### src/rtl/complex_mul_pipe.sv
// Pipelined signed fixed-point complex multiplier with conj mode,
// rounding, output saturation and a single global stall enable.
module complex_mul_pipe #(
   parameter int p_inputWidth    = 8,
   parameter int p_PointPosition = 3,
   parameter int p_OutWidth      = 8,
   parameter bit p_Round         = 1'b1
) (
   input  logic                    i_Clk,
   input  logic                    i_Rst_n,
   input  logic                    i_Valid,
   output logic                    o_Ready,
   input  logic [p_inputWidth-1:0] i_Ar,
   input  logic [p_inputWidth-1:0] i_Ai,
   input  logic [p_inputWidth-1:0] i_Br,
   input  logic [p_inputWidth-1:0] i_Bi,
   input  logic                    i_Conj,
   output logic                    o_Valid,
   input  logic                    i_Ready,
   output logic [p_OutWidth-1:0]   o_ResR,
   output logic [p_OutWidth-1:0]   o_ResI,
   output logic                    o_Sat,
   output logic                    o_SatSticky,
   input  logic                    i_ClrSat
);

   localparam int W  = p_inputWidth;
   localparam int PW = 2 * W;
   localparam int SW = 2 * W + 1;
   localparam int OW = p_OutWidth;
   localparam int P  = p_PointPosition;
   localparam int RndSh = (P > 0) ? P - 1 : 0;
   localparam logic signed [SW-1:0] RndK =
      (p_Round && P > 0) ? (SW'(1) << RndSh) : '0;
   localparam logic [OW-1:0] MaxV = {1'b0, {(OW-1){1'b1}}};
   localparam logic [OW-1:0] MinV = {1'b1, {(OW-1){1'b0}}};

   logic en;
   assign en      = ~o_Valid | i_Ready;
   assign o_Ready = en;

   logic                v0, c0;
   logic signed [W-1:0] ar0, ai0, br0, bi0;

   logic                 v1, c1;
   logic signed [PW-1:0] pArBr, pAiBi, pArBi, pAiBr;

   logic                 v2;
   logic signed [SW-1:0] sumR, sumI;

   logic signed [SW-1:0] shR, shI;
   logic [OW:0]          fitR, fitI;

   // Input operand register ahead of the multipliers.
   always_ff @(posedge i_Clk or negedge i_Rst_n) begin
      if (!i_Rst_n) begin
         v0  <= 1'b0;
         c0  <= 1'b0;
         ar0 <= '0;
         ai0 <= '0;
         br0 <= '0;
         bi0 <= '0;
      end else if (en) begin
         v0  <= i_Valid;
         c0  <= i_Conj;
         ar0 <= $signed(i_Ar);
         ai0 <= $signed(i_Ai);
         br0 <= $signed(i_Br);
         bi0 <= $signed(i_Bi);
      end
   end

   always_ff @(posedge i_Clk or negedge i_Rst_n) begin
      if (!i_Rst_n) begin
         v1    <= 1'b0;
         c1    <= 1'b0;
         pArBr <= '0;
         pAiBi <= '0;
         pArBi <= '0;
         pAiBr <= '0;
      end else if (en) begin
         v1    <= v0;
         c1    <= c0;
         pArBr <= PW'(ar0) * PW'(br0);
         pAiBi <= PW'(ai0) * PW'(bi0);
         pArBi <= PW'(ar0) * PW'(bi0);
         pAiBr <= PW'(ai0) * PW'(br0);
      end
   end

   // Conjugation flips add/sub per product; Bi itself is never negated.
   always_ff @(posedge i_Clk or negedge i_Rst_n) begin
      if (!i_Rst_n) begin
         v2   <= 1'b0;
         sumR <= '0;
         sumI <= '0;
      end else if (en) begin
         v2 <= v1;
         if (c1) begin
            sumR <= SW'(pArBr) + SW'(pAiBi) + RndK;
            sumI <= SW'(pAiBr) - SW'(pArBi) + RndK;
         end else begin
            sumR <= SW'(pArBr) - SW'(pAiBi) + RndK;
            sumI <= SW'(pArBi) + SW'(pAiBr) + RndK;
         end
      end
   end

   function automatic logic [OW:0] clip(input logic signed [SW-1:0] s);
      logic [SW-OW:0] top;
      top = s[SW-1:OW-1];
      if ((&top) || (~|top)) begin
         return {1'b0, s[OW-1:0]};
      end else if (s[SW-1]) begin
         return {1'b1, MinV};
      end else begin
         return {1'b1, MaxV};
      end
   endfunction

   always_comb begin
      shR  = sumR >>> P;
      shI  = sumI >>> P;
      fitR = clip(shR);
      fitI = clip(shI);
   end

   always_ff @(posedge i_Clk or negedge i_Rst_n) begin
      if (!i_Rst_n) begin
         o_Valid <= 1'b0;
         o_ResR  <= '0;
         o_ResI  <= '0;
         o_Sat   <= 1'b0;
      end else if (en) begin
         o_Valid <= v2;
         o_ResR  <= fitR[OW-1:0];
         o_ResI  <= fitI[OW-1:0];
         o_Sat   <= v2 & (fitR[OW] | fitI[OW]);
      end
   end

   // A saturating handshake beats a simultaneous clear.
   always_ff @(posedge i_Clk or negedge i_Rst_n) begin
      if (!i_Rst_n) begin
         o_SatSticky <= 1'b0;
      end else if (o_Valid & i_Ready & o_Sat) begin
         o_SatSticky <= 1'b1;
      end else if (i_ClrSat) begin
         o_SatSticky <= 1'b0;
      end
   end

endmodule
### config.mk
export PLATFORM = sky130hd
export DESIGN_NAME = complex_mul_pipe
export DESIGN_NICKNAME = d
export VERILOG_FILES = /design/src/rtl/complex_mul_pipe.sv
export SDC_FILE = /design/constraint.sdc
export NUM_CORES = 1
export LEC_CHECK = 0
export ABC_AREA = 1
export BUFFER_PORTS_ARGS = -buffer_cell sky130_fd_sc_hd__buf_2
export CORE_MARGIN = 1.5
export CORE_UTILIZATION = 51
export CTS_CLUSTER_DIAMETER = 30
export DETAILED_ROUTE_END_ITERATION = 10
export GPL_TIMING_DRIVEN = 0
export PLACE_DENSITY = 0.67
export SLEW_MARGIN = 10
export SYNTH_ARGS = -nofsm -noshare
export SYNTH_HDL_FRONTEND = slang
export SYNTH_SLANG_ARGS = --single-unit
### constraint.sdc
create_clock -name i_Clk -period 5.85 [get_ports i_Clk]
set_input_delay 0.2925 -clock i_Clk [delete_from_list [all_inputs] [get_ports i_Clk]]
set_output_delay 0.2925 -clock i_Clk [all_outputs]
set_load 0.005 [all_outputs]
# Yosys cells after proc, flatten, opt, wreduce, memory -nomap -nowiden

Cells that the tools add are included.

Register bits after elaboration: 154
Input bits: 38
Output and inout port bits: 20
Word-level logic and storage cells: 55

$add $sub $neg: 8
$mul: 4
Mux-type cells: 8
Bitwise operators: 6
Reduce and logical (&&, ||, !) cells: 9

Operator list:

| cell                    | count |
|---|---|
| $add A17 B4 Y17 const B | 4 |
| $mul A8 B8 Y16          | 4 |
| $add A16 B16 Y17        | 2 |
| $mux W17                | 2 |
| $sub A16 B16 Y17        | 2 |
| $mux W9                 | 2 |
| $mux W8                 | 2 |
| $reduce_and A7 Y1       | 2 |
| $reduce_or A7 Y1        | 2 |
| $and A1 B1 Y1           | 3 |
| $logic_not A1 Y1        | 2 |
| $logic_or A1 B1 Y1      | 2 |
| $mux W1                 | 2 |
| $or A1 B1 Y1            | 2 |
| $reduce_bool A2 Y1      | 1 |
| $not A1 Y1              | 1 |

# Logic depth before layout (Yosys ltp)

Word-level depth: 6
Depth in mapped cells: 21
Mapped depth without buffers: 19

# Least setup slack after synthesis

No wires, ideal clock.

Path type: flip-flop to flip-flop
From: reg ai0[7]
To: reg pAiBi[15]
Setup time: 0.118 ns
Data arrival time: 4.144 ns
Setup slack: 1.588 ns
Cell stages (with the launch flop): 19
Period minus slack after synthesis: 4.262 ns
Path through: dfrtp_1 clkbuf_1 clkbuf_1 nand2_1 fa_1 inv_1 fa_1 inv_1 fa_1 inv_1 fa_1 ha_1 inv_1 nor3_1 nand3_1 nand3_1 nand3_1 nand3_1 nand2_1

Word-level cells in the longest chain between the ends: 1

Ends and longest elaborated chain:

| element                | RTL line | RTL |
|---|---|---|
| from (decl)            | 43       | `logic signed [W-1:0] ar0, ai0, br0, bi0;` |
| from (signal assigned) | 67       | `ai0 <= $signed(i_Ai);` |
| $mul A8 B8 Y16         | 85       | `pAiBi <= PW'(ai0) * PW'(bi0);` |
| to (signal assigned)   | 85       |  |
| to (decl)              | 46       | `logic signed [PW-1:0] pArBr, pAiBi, pArBi, pAiBr;` |

No other way between the ends.
A chain may end at the register's enable or synchronous reset.

# Final worst setup path

From: reg br0[4]
To: reg pAiBr[15]

Word-level cells in the longest chain between the ends: 1

Ends and longest elaborated chain:

| element                | RTL line | RTL |
|---|---|---|
| from (decl)            | 43       |  |
| from (signal assigned) | 68       | `br0 <= $signed(i_Br);` |
| $mul A8 B8 Y16         | 87       | `pAiBr <= PW'(ai0) * PW'(br0);` |
| to (signal assigned)   | 87       |  |
| to (decl)              | 46       |  |

No other way between the ends.

==> results.md <==
* Status: finished clean
* Worst EP arrival at 6.01 ns
* Row count at 73
* Final setup viols at 0
* Multiplexer area fraction after synthesis at 0%
* Post-CTS setup repair buffer count at 0
* WL/cell at 16.9 um
* Critical Setup Path Class: flip-flop to flip-flop
* Seq/Total Area, Yosys at 17.9%
* DP Cell Count at 3,489
* Clock Skews at 0.0180 ns
* Largest family of logic cells by synthesized area: adder cells
* #FFs+latches synth at 148
* All-layer global routing usage at 29.9%
* Vias/cell at 5.14
* Initial Utilization at 51.9%
* Maximum clock path buffer count at 2
* Largest net degree at the start of global routing at 106
* Final net count at 3,488
* Top FF cell, synth: dfrtp_1
* Detailed-route via count at 18,200
* Clock sinks at 148
* CTS buffer count at 17
* Fillcell total at 3,908
* Synth area leader: fa_1
* H-tree levels at 4
* Sequential cell area at 3700 um^2
* Synth Area in XOR/XNOR at 1.78%
* Post-Route WL at 59.8 mm
* Layout cells sized above 1 at 4.52%
* Die Area at 41,800 um^2
* Multi-input gate area at 13,900 um^2
* Routed Antenna Nets at 0
* # IOs at 58
* CTS tree: yes
* WHS Path Cells at 3
* Maxcap violations at 0
* Post-route DRC at 0
* Synth top area share at 21.3%
* Yosys warns at 0
* Gr ovfl total at 0
* Compound-Gate Fraction of Synth Area at 6.59%
* Adder-Cell Fraction of Synth Area at 35.3%
* Vias in the first global route at 18,100
* Initial antenna violation count at 4
* Worst reg2reg startpoint: br0[4]$_DFFE_PN0P_
* Post-Synth Simple-Gate Area at 23.3%
* Critical Path Source Type: flip-flop
* Port bufs at 57
* Drt first pass iters at 6
* Cells after synthesis at 2,906
* Synth area leaders: fa_1 21%, dfrtp_1 18%, nand2_1 15%
* Clk_lat worst skew at 0.48 ns
* Final Hold Viols at 0
* Post-synthesis cell type count at 39
* Fmax at 0.178 GHz
* Worst r2r path cells at 19
* RR Endpoint: pAiBr[15]$_DFFE_PN0P_
* Fin crit share at 95.9%
* Detail Placement HPWL at 48.6 mm
* DRT iter0 DRCs at 1,453
* Hold Crit Class: primary input to flip-flop
* Avg Inst Size Synth at 7.12 um^2
* Die Width at 204 um
* Reg-to-reg slack, setup at 0.24 ns
* Root Buffer: clkbuf_16
* Die Ht at 204 um
* Async S/R FF share, synth at 100%
* Min-Delay Endpoint: v0$_DFFE_PN0P_
* RSZ-0062 raised after global routing: false
* Slew HR at 30.8%
* Post-Synthesis Net Count at 3,396
* Hold slack at 0.0163 ns
* Worst Path Required at 6.26 ns
* Wire length of the first global-routing pass at 95.3 mm
* Crit path max fanout at 10
* Min Tclk post-route at 5.61 ns
* Worst-Margin Slew at 1.04 ns
* Min-delay src: i_Valid
* Layout area overhead at 8.17%
* Cell Area, Synth at 20,700 um^2
* Clock-pin slew on the worst setup and hold paths at 0.07 ns
* CP endpoint kind: flip-flop
* Core ar. at 39,900 um^2
* EDFF count, synth at 0
* Final Instance Count excl. Fillers at 3,537
* Crit. Startpoint: br0[4]$_DFFE_PN0P_
* Max-slew violations at 0
* Setup TNS at 0 ns
* Post-layout util at 56.1%
* Gp weighted congestion at 0.946
[worst max-delay path, stage by stage, from the launching register on]
cell      delay, ns
dfrtp_1        0.32
clkbuf_1       0.52
clkbuf_1       0.61
nand2_1        0.14
fa_1           0.69
inv_1          0.12
fa_1           0.51
inv_1          0.06
fa_1           0.50
inv_1          0.05
fa_1           0.46
ha_1           0.39
inv_1          0.12
nor3_1         0.24
nand3_1        0.11
nand3_1        0.18
inv_1          0.06
nand2_1        0.06
nand3_1        0.25
nand2_1        0.14
[cells by family after synthesis]
| kind of cell | Yosys count |
|---|---|
| adders and majority gates | 452 |
| DFF | 148 |
| AOI/OAI and AO/OA | 252 |
| xor gates and xnor gates | 42 |
| and+or+nand+nor | 1186 |
| buffers and inverters | 826 |
[Yosys cell counts (3+ instances only)]
cell type / count
or2_1: 4
and2_1: 5
buf_2: 22
nand3b_1: 3
inv_1: 726
a31oi_1: 23
xnor2_1: 17
inv_2: 4
nor3_2: 4
nor2_1: 105
nor3_1: 26
clkbuf_1: 73
o21bai_1: 13
o21ai_1: 8
a21oi_1: 98
o21ai_0: 99
dfrtp_1: 148
nand4_1: 14
ha_1: 232
xor2_1: 25
nand2_2: 7
nand2_1: 847
and3_1: 3
and2_0: 3
fa_1: 220
nand3_1: 158
[placed cells by master (no fill, tap or decap), types with 15 or more instances in the layout]
master / Yosys / layout
a31oi_1: 23 / 23
a21oi_1: 98 / 98
clkbuf_16: 0 / 17
nand3_1: 158 / 158
fa_1: 220 / 220
xnor2_1: 17 / 17
nor2_1: 105 / 105
clkbuf_1: 73 / 73
buf_2: 22 / 78
o21ai_0: 99 / 99
nand2_1: 847 / 847
ha_1: 232 / 232
nor3_1: 26 / 26
inv_1: 726 / 726
xor2_1: 25 / 25
dlygate4sd3_1: 0 / 15
dfrtp_1: 148 / 148
[timing repair]
item / 4_1_cts / 5_1_grt
gates resized for setup: 0 / 0
hold buffers: 15 / 0
endpoints found under the hold margin: 57 / 0
[registers in the layout, summed over array words and instances, names as in the netlist]
| signal | cells |
|---|---|
| v1 | 1 |
| c1 | 1 |
| br0 | 8 |
| c0 | 1 |
| o_Sat | 1 |
| ar0 | 8 |
| sumR | 14 |
| v2 | 1 |
| o_ResR | 8 |
| v0 | 1 |
| ai0 | 8 |
| pAiBr | 16 |
| bi0 | 8 |
| o_Valid | 1 |
| pAiBi | 16 |
| sumI | 14 |
| o_SatSticky | 1 |
| o_ResI | 8 |
| pArBr | 16 |
| pArBi | 16 |
[per-layer routing]
| metal | up-vias | track usage, % | wire [um] | part of all wire [%] |
|---|---|---|---|---|
| met3 | 96 | 4.42 | 3810 | 6.4 |
| met5 | - | 0 | 0 | 0 |
| met1 | 8622 | 40.3 | 26500 | 44 |
| li1 | 8879 | - | - | - |
| met2 | 597 | 49.0 | 27500 | 46 |
| met4 | 0 | 11.0 | 1930 | 3.2 |
[worst max-delay path by stage]
stage                                 end  slack [ns]
floorplan           pAiBi[15]$_DFFE_PN0P_        1.59
global placement    pAiBr[15]$_DFFE_PN0P_        0.48
detailed placement  pAiBr[15]$_DFFE_PN0P_        0.40
CTS                 pAiBr[15]$_DFFE_PN0P_        0.38
global route        pAiBr[15]$_DFFE_PN0P_        0.11
finish              pAiBr[15]$_DFFE_PN0P_        0.24
[area by class of cell]
type	instances	share of cell area, %
repair buffers	73	2.11
clock buffers	19	1.98
well taps	525	2.93
clock inverters	13	0.508
plain buffers	96	1.74
multi-input cells	1932	61.9
diodes	1	0.0112
flip-flops and latches	148	16.5
inverters	730	12.2
[stage by stage]
| step | cell area [um^2] | setup WS, ns |
|---|---|---|
| 5_1_grt | 22400 | 0.110 |
| 4_1_cts | 22400 | 0.378 |
| 3_5_place_dp | 21700 | 0.400 |
| 3_3_place_gp | 21600 | 0.478 |
| 2_1_floorplan | 20700 | 1.59 |
| 6_report | 22400 | 0.243 |
Power is not shown: default switching activity piles up to over one toggle a cycle in this logic, so the estimate is an artifact.
